--- config.mk ---
export PLATFORM = sky130hd
export DESIGN_NAME = minmax_reduce_uint
export DESIGN_NICKNAME = d
export VERILOG_FILES = /design/src/rtl/minmax_reduce_uint.sv
export SDC_FILE = /design/constraint.sdc
export NUM_CORES = 1
export LEC_CHECK = 0
export CORE_ASPECT_RATIO = 0.5
export CORE_MARGIN = 2
export CORE_UTILIZATION = 46
export DETAILED_ROUTE_END_ITERATION = 16
export PLACE_DENSITY = 0.75
export SLEW_MARGIN = 20
export SYNTH_ARGS = -nofsm -noshare
export SYNTH_HDL_FRONTEND = slang
export SYNTH_SLANG_ARGS = --single-unit
--- constraint.sdc ---
create_clock -name clk -period 3.8 [get_ports clk]
set_clock_uncertainty 0.1 [all_clocks]
set_input_delay 1.14 -clock clk [delete_from_list [all_inputs] [get_ports clk]]
set_output_delay 1.14 -clock clk [all_outputs]
set_load 0.02 [all_outputs]
--- src/rtl/minmax_reduce_uint.sv ---
// rtl/minmax_reduce_uint.sv - streaming unsigned min/max reduction with winner index and element count
module minmax_reduce_uint #(
   parameter int WIDTH     = 64,
   parameter int IDX_WIDTH = 16,
   parameter int IMPL_TYPE = 0
) (
   input  logic                 clk,
   input  logic                 rst_n,
   input  logic                 abort,
   input  logic                 mode,
   input  logic                 in_valid,
   output logic                 in_ready,
   input  logic [WIDTH-1:0]     in_data,
   input  logic                 in_last,
   output logic                 out_valid,
   input  logic                 out_ready,
   output logic [WIDTH-1:0]     out_data,
   output logic [IDX_WIDTH-1:0] out_index,
   output logic [IDX_WIDTH-1:0] out_count,
   output logic                 out_ovf
);

   typedef enum logic [1:0] {
      IDLE  = 2'd0,
      ACCUM = 2'd1,
      DONE  = 2'd2
   } state_t;

   localparam logic [IDX_WIDTH-1:0] CNT_MAX = '1;
   localparam logic [IDX_WIDTH-1:0] CNT_ONE = IDX_WIDTH'(1);

   state_t               state;
   state_t               state_next;
   logic [WIDTH-1:0]     acc;
   logic [IDX_WIDTH-1:0] idx;
   logic [IDX_WIDTH-1:0] count;
   logic                 ovf;
   logic                 mode_q;
   logic                 accept;
   logic [WIDTH-1:0]     cmp_lhs;
   logic [WIDTH-1:0]     cmp_rhs;
   logic                 gt;

   assign in_ready = (state != DONE) && !abort;
   assign accept   = in_valid && in_ready;

   // Min mode asks "acc > in_data", max mode asks "in_data > acc"; strict so ties keep the earlier winner
   assign cmp_lhs = mode_q ? in_data : acc;
   assign cmp_rhs = mode_q ? acc : in_data;

   generate
      if (IMPL_TYPE == 0) begin : g_cmp_direct
         assign gt = cmp_lhs > cmp_rhs;
      end else begin : g_cmp_msb_scan
         // First differing bit from the MSB down decides the unsigned ordering
         always_comb begin
            logic decided;
            gt      = 1'b0;
            decided = 1'b0;
            for (int i = WIDTH - 1; i >= 0; i--) begin
               if (!decided && (cmp_lhs[i] != cmp_rhs[i])) begin
                  gt      = cmp_lhs[i];
                  decided = 1'b1;
               end
            end
         end
      end
   endgenerate

   // State register
   always_ff @(posedge clk or negedge rst_n) begin
      if (!rst_n) begin
         state <= IDLE;
      end else begin
         state <= state_next;
      end
   end

   // Next-state: abort wins outside DONE, result is held in DONE until consumed
   always_comb begin
      state_next = state;
      case (state)
         IDLE: begin
            if (accept) begin
               state_next = in_last ? DONE : ACCUM;
            end
         end
         ACCUM: begin
            if (abort) begin
               state_next = IDLE;
            end else if (accept && in_last) begin
               state_next = DONE;
            end
         end
         DONE: begin
            if (out_ready) begin
               state_next = IDLE;
            end
         end
         default: state_next = IDLE;
      endcase
   end

   // Accumulator, winner index, saturating count and sticky overflow
   always_ff @(posedge clk or negedge rst_n) begin
      if (!rst_n) begin
         acc    <= '0;
         idx    <= '0;
         count  <= '0;
         ovf    <= 1'b0;
         mode_q <= 1'b0;
      end else if ((state != DONE) && abort) begin
         acc   <= '0;
         idx   <= '0;
         count <= '0;
         ovf   <= 1'b0;
      end else if (accept) begin
         if (state == IDLE) begin
            acc    <= in_data;
            idx    <= '0;
            count  <= CNT_ONE;
            ovf    <= 1'b0;
            mode_q <= mode;
         end else begin
            if (gt) begin
               acc <= in_data;
               idx <= count;
            end
            if (count == CNT_MAX) begin
               ovf <= 1'b1;
            end else begin
               count <= count + CNT_ONE;
            end
         end
      end
   end

   assign out_valid = (state == DONE);
   assign out_data  = acc;
   assign out_index = idx;
   assign out_count = count;
   assign out_ovf   = ovf;

endmodule

==> flow_summary.yaml <==
floorplan:
  io_pins: 170
  dieArea_um2: 17000
  die_h_um: 93.1
  initial_core_util: 0.473
  core_um2: 15500
  row_count: 32
  chipWidth_um: 182
sta:
  relSlewSlack: 0.528
  finalCritPeriodShare: 0.983
  tightestPinTransition_ps: 709
  setup-tns-final_ps: 0
  post-route-min-period_ps: 3740
  slew_violations: 0
  setup-violations-final: 0
  hold_violations: 0
  max_freq_mhz: 268
cts:
  cts_buffer_depth: 2
  cts_tree: "done"
  cts-buffers-inserted: 9
  root_buffer: "clkbuf_16"
  clk-insertion-delay-late_ps: 350
  h-tree-depth: 3
  hold_buffers: 0
  cts_num_sinks: 100
  clk_pin_slew_ps: 90
synth:
  post-synth-top-count-cell: "nand2_1"
  synth_cells: 825
  ys.flop_type: "dfrtp_1"
  postSynthAreaPerCell_um2: 8.86
  seq_area_frac_synth: 0.342
  syn_nets: 960
  ys_top_cells_by_count: "nand2_1 (156), mux2i_1 (127), dfrtp_1 (100)"
  ys_seq_elements: 100
  synthesis.area_um2: 7310
  synth_cell_types: 48
  ys_warn_count: 0
  synth_edf_count: 0
  synth_top_area_cell: "dfrtp_1"
  async_reset_ff_frac: 1.00
  synth.area.top_cells: "dfrtp_1 (34%), mux2i_1 (17%), ha_1 (11%)"
  synth_top_cell_area_share: 0.342
layout:
  syn2layout_area_growth_pct: 37.6
  drive_above_1_share: 0.100
  multi_input_area_um2: 4370
  fill_cells: 1239
  finish.utilization: 0.651
  diodes: 0
  fin_nets: 1147
  regArea_um2: 2510
hold_path:
  hold_end: "out_ovf$_DFFE_PN0P_"
  worstHoldStart: "out_ovf$_DFFE_PN0P_"
  hold_path_class: "flop to flop"
  holdPathStages: 2
routing:
  drcViolationCount: 0
  wl_per_cell_um: 16.0
  vias: 6524
  ant_nets: 0
  first_pass_iters: 6
  drt-initial-drc-count: 384
  vias_per_cell: 5.34
  routed_wl_um: 19500
worst_setup_path:
  reg2reg_slack_ps: 360
  worstReg2RegEnd: "out_index[1]$_DFFE_PN0P_"
  cp-start-kind: "input pin"
  cp_data_required_time_ps: 3930
  cp_slowest_cell: "or4_4"
  end_kind: "flop"
  crit_chain: "clkdlybuf4s50_1 > mux2i_1 > ha_1 > buf_4 > a21oi_1 > a21oi_1 > or4_4 > a21oi_4 > buf_4 > a21oi_4 > buf_12 > a2bb2o_2"
  cp.buffers_inverters: 4
  path_class: "input pin to flop"
  critPathTopFamily: "buffers and inverters"
  reg2reg_depth: 12
  crit_fanout: 8
  critical-path-max-stage-delay_ps: 560
  worstReg2RegStart: "mode_q$_DFFE_PN0P_"
  arrival_ps: 3870
global_routing:
  grt_max_degree: 76
  first_global_vias: 6410
  grt_usage: 0.224
  overflow: 0
  antenna_found_initial: 0
  grt_pass1_wl_um: 30800
power_and_ir_drop:
  peakVddDrop_mv: 0.425
  leakagePower_nw: 4.89
  powerDensity_nw_per_um2: 676
  total_power_w: 0.00679
place:
  gp_congestion: 0.779
  port_buffers: 169
  dp_hpwl_um: 13600
job:
  maxCapViolations: 0
run_status:
  status: "finished clean"
==> kinds of logic after synthesis <==
family,share of synthesized area
adders and majority gates,0.110
DFF,0.342
AOI/OAI and AO/OA,0.145
and+or+nand+nor,0.142
xor gates and xnor gates,0.00942
buffers and inverters,0.0746
muxes,0.177
==> worst max-delay path by stage <==
stage / startpoint / to / slack, ps / cells after the start
2_1_floorplan: mode_q$_DFFE_PN0P_ / out_index[15]$_DFFE_PN0P_ / 90 / 14
3_3_place_gp: in_data[63] / out_index[2]$_DFFE_PN0P_ / -470 / 12
3_5_place_dp: in_data[63] / out_index[1]$_DFFE_PN0P_ / -550 / 12
4_1_cts: in_data[49] / out_data[40]$_DFFE_PN0P_ / 10 / 13
5_1_grt: in_data[59] / out_index[1]$_DFFE_PN0P_ / -7 / 13
6_report: in_data[11] / out_index[1]$_DFFE_PN0P_ / 60 / 12
==> metrics by stage <==
step / cells / cell area, µm² / hold WS [ps] / setup slack, ps
after CTS: 1215 / 9870 / 438 / 11.0
after global routing: 1221 / 10100 / 457 / -6.74
final: 1221 / 10100 / 428 / 64.2
after floorplan: 825 / 7310 / 380 / 94.4
after detailed placement: 1189 / 9380 / 398 / -553
after global placement: 1189 / 9380 / 400 / -474
==> flip-flops by register name (all words and copies together), names as in the netlist <==
register   cells
out_ovf        1
out_data      64
out_count     16
out_index     16
state          2
mode_q         1
==> power by group <==
| group | internal [W] | total [W] | switching, W |
|---|---|---|---|
| sequential | 0.00139 | 0.00169 | 0.000297 |
| clock | 0.000469 | 0.000945 | 0.000476 |
| combinational | 0.00202 | 0.00416 | 0.00214 |
==> cell type report <==
class	count	area share
Multi-Input combinational cell	598	0.434
Sequential cell	100	0.249
Timing Repair Buffer	216	0.228
Inverter	87	0.0325
Tap cell	204	0.0254
Clock buffer	9	0.0224
Clock inverter	7	0.00784
==> worst reg2reg max path: cells and delay by family, from the launching register on <==
| kind | cells | cell delay [ps] |
|---|---|---|
| buffers and inverters | 3 | 620 |
| AND/OR/NAND/NOR | 1 | 150 |
| AO/OA/AOI/OAI | 6 | 1410 |
| adder cells (fa/ha/maj) | 1 | 270 |
| flip-flops | 1 | 460 |
| multiplexers | 1 | 310 |
==> metal layers <==
metal / GRT usage / share of wire / up-vias
met5: 0 / 0 / -
met3: 0.0354 / 0.041 / 20
met1: 0.293 / 0.46 / 3155
met2: 0.398 / 0.49 / 127
met4: 0.0403 / 0.0098 / 0
li1: - / - / 3222
==> layout by cell type (no fill, tap or decap), drive strengths merged, types with 16 or more instances in the layout <==
master	Yosys	final
o21ai	81	81
mux2i	127	127
clkdlybuf4s50	0	145
ha	64	64
nor2	29	29
a2bb2o	16	16
inv	87	90
a21oi	38	38
dfrtp	100	100
buf	15	44
nand2	156	156
==> timing repair <==
action	4_1_cts	5_1_grt
endpoints found under the setup margin	79	79
gates cloned	2	4
gates resized for setup	21	30
pin swaps	22	30
buffers inserted	8	2
Note: power is estimated with default switching activity, not from simulation.
